--- config.mk ---
export PLATFORM = sky130hd
export DESIGN_NAME = fifo_write_arbiter_flat
export DESIGN_NICKNAME = d
export VERILOG_FILES = /design/src/rtl/fifo_write_arbiter_if.sv /design/src/rtl/fifo_write_arbiter.sv /design/src/flat_wrapper.sv
export SDC_FILE = /design/constraint.sdc
export NUM_CORES = 1
export LEC_CHECK = 0
export CORE_MARGIN = 8
export CORE_UTILIZATION = 33
export DETAILED_ROUTE_END_ITERATION = 12
export PLACE_DENSITY = 0.76
export SLEW_MARGIN = 15
export SYNTH_ARGS = -nofsm -noshare
export SYNTH_HDL_FRONTEND = slang
export SYNTH_SLANG_ARGS = --single-unit
--- constraint.sdc ---
create_clock -name Write_Clock -period 1.95 [get_ports Write_Clock]
set_input_delay 0.4875 -clock Write_Clock [delete_from_list [all_inputs] [get_ports Write_Clock]]
set_output_delay 0.4875 -clock Write_Clock [all_outputs]
set_load 0.005 [all_outputs]
--- src/rtl/fifo_write_arbiter_if.sv ---
// Write-port bundle between NUM_REQUESTERS producers, the arbiter and the
// asynchronous FIFO write side. The master modport is the arbiter's view;
// the slave modport is the producers/FIFO view.
interface fifo_write_arbiter_if #(
  parameter int DATA_WIDTH     = 8,
  parameter int NUM_REQUESTERS = 4
);
  localparam int INDEX_WIDTH = ($clog2(NUM_REQUESTERS) > 1) ? $clog2(NUM_REQUESTERS) : 1;

  logic [NUM_REQUESTERS-1:0]            Request;
  logic [NUM_REQUESTERS*DATA_WIDTH-1:0] Request_Data;
  logic [NUM_REQUESTERS-1:0]            Accept;
  logic                                 Full;
  logic                                 Write_Enable;
  logic [DATA_WIDTH-1:0]                Data_In;
  logic                                 Grant_Valid;
  logic [INDEX_WIDTH-1:0]               Grant_Index;

  modport master (
    input  Request, Request_Data, Full,
    output Accept, Write_Enable, Data_In, Grant_Valid, Grant_Index
  );

  modport slave (
    output Request, Request_Data, Full,
    input  Accept, Write_Enable, Data_In, Grant_Valid, Grant_Index
  );
endinterface

--- src/rtl/fifo_write_arbiter.sv ---
// Round-robin write-port arbiter for the asynchronous FIFO. A granted
// requester may write up to MAX_BURST words before the grant rotates; one
// IDLE arbitration cycle separates bursts.
// Optional macro FIFO_WRITE_ARB_PRIORITY_EN: requester 0 wins every
// arbitration it takes part in; otherwise pure round-robin.
module fifo_write_arbiter #(
  parameter int DATA_WIDTH     = 8,
  parameter int NUM_REQUESTERS = 4,
  parameter int MAX_BURST      = 4
) (
  input  logic                  Write_Clock,
  input  logic                  Write_Reset_Enable,
  fifo_write_arbiter_if.master  wr
);

  localparam int INDEX_WIDTH = ($clog2(NUM_REQUESTERS) > 1) ? $clog2(NUM_REQUESTERS) : 1;
  localparam int COUNT_WIDTH = ($clog2(MAX_BURST) > 1) ? $clog2(MAX_BURST) : 1;
  localparam logic [INDEX_WIDTH-1:0] LAST_INDEX = INDEX_WIDTH'(NUM_REQUESTERS - 1);
  localparam logic [COUNT_WIDTH-1:0] LAST_COUNT = COUNT_WIDTH'(MAX_BURST - 1);

  typedef enum logic {
    IDLE  = 1'b0,
    BURST = 1'b1
  } state_t;

  state_t                   state, next_state;
  logic [INDEX_WIDTH-1:0]   grant_index, next_grant_index;
  logic [INDEX_WIDTH-1:0]   rr_ptr, next_rr_ptr;
  logic [COUNT_WIDTH-1:0]   burst_count, next_burst_count;

  logic [INDEX_WIDTH-1:0]   winner;
  logic                     winner_found;
  logic [INDEX_WIDTH-1:0]   wrapped_index;
  logic                     granted_request;
  logic [DATA_WIDTH-1:0]    granted_data;
  logic                     transfer;
  logic [2*NUM_REQUESTERS-1:0] rotated_request;
  int unsigned              winner_sum;

  // Select the granted requester's valid bit and data word
  always_comb begin
    granted_request = 1'b0;
    granted_data    = '0;
    for (int unsigned i = 0; i < NUM_REQUESTERS; i++) begin
      if (grant_index == INDEX_WIDTH'(i)) begin
        granted_request = wr.Request[i];
        granted_data    = wr.Request_Data[i*DATA_WIDTH +: DATA_WIDTH];
      end
    end
  end

  assign wrapped_index = (grant_index == LAST_INDEX) ? '0 : grant_index + 1'b1;
  assign transfer      = (state == BURST) && granted_request && !wr.Full;

  // Find the arbitration winner searching upward from the RR pointer
  always_comb begin
    // Rotating a doubled copy puts the pointer's requester at bit 0, so the
    // lowest set bit is the wrap-around search result offset.
    rotated_request = {wr.Request, wr.Request} >> rr_ptr;
    winner          = '0;
    winner_found    = 1'b0;
    winner_sum      = 0;
`ifdef FIFO_WRITE_ARB_PRIORITY_EN
    if (wr.Request[0]) begin
      winner       = '0;
      winner_found = 1'b1;
    end
`endif
    for (int unsigned i = 0; i < NUM_REQUESTERS; i++) begin
      if (!winner_found && rotated_request[i]) begin
        winner_sum = 32'(rr_ptr) + i;
        if (winner_sum >= NUM_REQUESTERS) winner_sum = winner_sum - NUM_REQUESTERS;
        winner       = INDEX_WIDTH'(winner_sum);
        winner_found = 1'b1;
      end
    end
  end

  // State register with asynchronous active-low reset
  always_ff @(posedge Write_Clock or negedge Write_Reset_Enable) begin
    if (!Write_Reset_Enable) begin
      state       <= IDLE;
      grant_index <= '0;
      rr_ptr      <= '0;
      burst_count <= '0;
    end else begin
      state       <= next_state;
      grant_index <= next_grant_index;
      rr_ptr      <= next_rr_ptr;
      burst_count <= next_burst_count;
    end
  end

  // Next-state: grant on request, count transfers, end burst on cap or drop
  always_comb begin
    next_state       = state;
    next_grant_index = grant_index;
    next_rr_ptr      = rr_ptr;
    next_burst_count = burst_count;
    case (state)
      IDLE: begin
        if (winner_found) begin
          next_state       = BURST;
          next_grant_index = winner;
          next_burst_count = '0;
        end
      end
      BURST: begin
        if (!granted_request) begin
          next_state  = IDLE;
          next_rr_ptr = wrapped_index;
        end else if (transfer) begin
          if (burst_count == LAST_COUNT) begin
            next_state  = IDLE;
            next_rr_ptr = wrapped_index;
          end else begin
            next_burst_count = burst_count + 1'b1;
          end
        end
      end
      default: next_state = IDLE;
    endcase
  end

  // Outputs: handshake and FIFO strobe only while a burst is held
  always_comb begin
    wr.Accept       = '0;
    wr.Write_Enable = 1'b0;
    wr.Data_In      = '0;
    wr.Grant_Valid  = (state == BURST);
    wr.Grant_Index  = grant_index;
    if (state == BURST) begin
      for (int unsigned i = 0; i < NUM_REQUESTERS; i++) begin
        wr.Accept[i] = (grant_index == INDEX_WIDTH'(i)) && !wr.Full;
      end
      wr.Write_Enable = transfer;
      wr.Data_In      = granted_data;
    end
  end

endmodule

--- src/flat_wrapper.sv ---
// flat-port wrapper written by rule: the top's interface ports become plain ports
module fifo_write_arbiter_flat 
#(
  parameter int DATA_WIDTH     = 8,
  parameter int NUM_REQUESTERS = 4,
  parameter int MAX_BURST      = 4
)
  (Write_Clock, Write_Reset_Enable, wr_Request, wr_Request_Data, wr_Full, wr_Accept, wr_Write_Enable, wr_Data_In, wr_Grant_Valid, wr_Grant_Index);
  fifo_write_arbiter_if #(.DATA_WIDTH(DATA_WIDTH), .NUM_REQUESTERS(NUM_REQUESTERS)) wr_i ();
  input  logic Write_Clock;
  input  logic Write_Reset_Enable;
  input wire logic [$bits(wr_i.Request)-1:0] wr_Request;
  input wire logic [$bits(wr_i.Request_Data)-1:0] wr_Request_Data;
  input wire logic [$bits(wr_i.Full)-1:0] wr_Full;
  output wire logic [$bits(wr_i.Accept)-1:0] wr_Accept;
  output wire logic [$bits(wr_i.Write_Enable)-1:0] wr_Write_Enable;
  output wire logic [$bits(wr_i.Data_In)-1:0] wr_Data_In;
  output wire logic [$bits(wr_i.Grant_Valid)-1:0] wr_Grant_Valid;
  output wire logic [$bits(wr_i.Grant_Index)-1:0] wr_Grant_Index;
  assign wr_i.Request = wr_Request;
  assign wr_i.Request_Data = wr_Request_Data;
  assign wr_i.Full = wr_Full;
  assign wr_Accept = wr_i.Accept;
  assign wr_Write_Enable = wr_i.Write_Enable;
  assign wr_Data_In = wr_i.Data_In;
  assign wr_Grant_Valid = wr_i.Grant_Valid;
  assign wr_Grant_Index = wr_i.Grant_Index;
  fifo_write_arbiter #(.DATA_WIDTH(DATA_WIDTH), .NUM_REQUESTERS(NUM_REQUESTERS), .MAX_BURST(MAX_BURST)) u_core (.Write_Clock(Write_Clock), .Write_Reset_Enable(Write_Reset_Enable), .wr(wr_i));
endmodule
==> run metrics <==
cts bufs inserted=3; initial antenna violation count=0; status=complete, but fails checks; EDFF count, synth=0; power per cell area=1390 nW/um2; root buffer cell=clkbuf_4; WP data arrival=between 1.5 and 2 ns; setup ws final=-0.293 ns; synthesized area per cell=~8 um2; post-synth top area cell=dfrtp_1; final hold violation count=0; register area share after synthesis=20.1%; min cycle time layout=2.24 ns; max-cap violation count=0; Clock Skew=between 0.002 and 0.003 ns; Slew Viols, Final=0; most frequent cell after synthesis=nand2_1; CTS tree=built; Final nets=235; syn nets=152; Highest Clock Rate=446 MHz; Slew headroom=a little over two thirds; # IOs=55; wire per inst=16.9 um; Design Power=between 0.002 and 0.0025 W; overall die area=4540 um2; crit path capture type=primary output; drt first pass iters=4; clk sinks=7; DIE HEIGHT=slightly below 70 um; Synth area leaders=dfrtp_1 20%, mux2_2 10%, nand2_1 9.5%; total congestion overflow=0; Initial Util=34.9%; largest net degree at the start of global routing=11; Die W=67.4 um; CP delay by family, top=flip-flops; DRT Wirelength=around 3700 um; HP Class=primary input to asynchronous set/reset pin; R2R Setup Slk=roughly 0.010 ns; most frequent cells after synthesis=22 x nand2_1, 10 x o21ai_0, 8 x a22o_1, 8 x inv_1, 8 x mux2_2; CP Class=flip-flop to primary output; Vias=1158; crit path launch type=flip-flop; DR vias/cell=5.26; CP bufs+invs=3; post-route DRC violation count=0; Syn Inst Count=108; first-pass GRT wire length=5510 um; worst-path fanout max=9; final setup violating endpoints=9; Max Buffers Root-to-Sink=2; Clock Latency Late Sink=0.27 ns; Global Route Usage Sum=15.6%; Diodes inserted=0; vias in the first global route=1191; core box area=2500 um2; dpl hpwl=between 2000 and 3000 um; Top FF cell, synth=dfrtp_1; fin crit share=115%; Least-Margin Pin Slew=0.446 ns; fraction of registers with async set/reset=100%; # H-tree levels=1; reg2reg end=u_core.rr_ptr[0]; Placer Congestion=0.849; violated checks=negative setup slack; worst r2r src=u_core.wr.Grant_Index[1]; CTS clock-pin slew for the worst setup and hold paths=roughly 0.060 ns; Routed Antenna Nets=0; placed cells=209; share of layout cells above drive strength 1=41.1%; Core Rows=18; synthesized cell area=a little under 900 um2; slowest CP cell=dfrtp_2; synthesis-stage register bit count=7; Synth cell types=28; Worst VDD drop=roughly 0.88 mV; Leak Pwr=roughly 0.79 nW; post-synth top area share=20.1%; max incr delay on CP=0.43 ns; Critical Path RT=1.46 ns; Final Non-Filler Cells=220; R2R depth=9; unrepaired setup endpoints after global routing=yes; critical path, cell by cell=inv_4, ha_4, buf_12, nand2_1, o21ai_1, mux2_2, a22o_1, buf_2; Yosys Warn Count=0; Port Buffers=54; Synth-to-Final Area Change=100%; DR iter-0 viols=84
-- final cells by class --
cell class,instances,area [um2]
sequential,7,176
multi-input combinational,87,723
fill,208,752
timing repair buffer,84,752
clock buffer,4,26.3
tap,30,37.5
inverter,8,32.5
-- layer usage --
layer	GRT usage (%)	routed length (um)	vias up
met3	4.14	433	2
met1	17.1	1520	545
met5	0	0	-
met4	3.92	10	0
met2	29.0	1750	65
li1	-	-	546
-- metrics by stage --
stage          setup WS (ns)  util [%]  hold WS (ns)  instance area [um2]  TNS [ns]
6_report              -0.293      69.9         0.487                 1750     -2.51
5_1_grt               -0.366      69.9         0.516                 1750     -3.29
4_1_cts               -0.288      68.1         0.497                 1700     -2.38
3_5_place_dp          -0.555      63.9         0.491                 1600     -5.64
3_3_place_gp          -0.553      63.9         0.468                 1600     -5.44
2_1_floorplan         0.0290         -         0.192                  872         0
-- kinds of logic (layout without fill, tap and decap cells) --
family	after synthesis	after routing	share of synthesized area, %
mux	13	13	16.4
fa+ha+maj	5	5	7.17
flops	7	7	20.1
buf+inv	14	96	9.18
simple gates	36	36	18.9
compound gates	33	33	28.3
-- where the power goes --
group / total, W / leakage (nW) / internal (W) / switching [W]
registers: 0.000295 / 0.0853 / 0.000217 / 0.0000773
logic: 0.00200 / 0.693 / 0.00113 / 0.000869
clock network: 0.000144 / 0.0150 / 0.0000788 / 0.0000648
-- sequential cells by signal (all words and copies together) (netlist names) --
signal and count:
u_core.burst_count 2, u_core.rr_ptr 2, u_core.wr.Grant_Index 2, u_core.wr.Grant_Valid 1
-- worst reg2reg max path: cells and delay by family, from the launching register on --
| kind | cells | cell delay (ns) |
|---|---|---|
| muxes | 1 | 0.33 |
| DFF | 1 | 0.41 |
| AOI/OAI and AO/OA | 3 | 0.37 |
| adders and majority gates | 1 | 0.16 |
| buffers and inverters | 4 | 0.55 |
-- layout by cell type, fill, tap and decap left out, drive strengths merged --
cell | Yosys | layout
clkdlybuf4s15 | 0 | 1
clkbuf | 1 | 5
dlygate4sd2 | 0 | 1
a21oi | 4 | 4
a22oi | 1 | 1
clkdlybuf4s50 | 0 | 39
a22o | 8 | 8
dlymetal6s2s | 0 | 1
nor3 | 2 | 2
buf | 5 | 41
o2111a | 1 | 1
nor2b | 2 | 2
and2 | 6 | 6
o41ai | 1 | 1
o21ai | 15 | 15
inv | 8 | 8
ha | 5 | 5
nand2 | 22 | 22
o2bb2ai | 1 | 1
nor2 | 4 | 4
mux2i | 3 | 3
dfrtp | 7 | 7
mux2 | 10 | 10
o31ai | 2 | 2
-- how the worst max path moves through the flow --
stage,from,cells after the start,to,slack (ns)
3_3_place_gp,wr_Request[2],6,wr_Write_Enable,-0.55
5_1_grt,u_core.wr.Grant_Index[1],8,wr_Data_In[6],-0.37
3_5_place_dp,wr_Request[2],6,wr_Write_Enable,-0.55
6_report,u_core.wr.Grant_Index[0],8,wr_Data_In[6],-0.29
4_1_cts,u_core.wr.Grant_Index[0],8,wr_Data_In[6],-0.29
2_1_floorplan,u_core.wr.Grant_Index[1],8,wr_Data_In[4],0.03
-- timing repair --
action / 4_1_cts / 5_1_grt
pin swaps: 7 / 3
endpoints found under the hold margin: 0 / 0
resized for setup: 72 / 17
endpoints found under the setup margin: 13 / 15
hold buffers: 0 / 0
setup buffers: 8 / 0
Note: power is estimated with default switching activity, not from simulation.
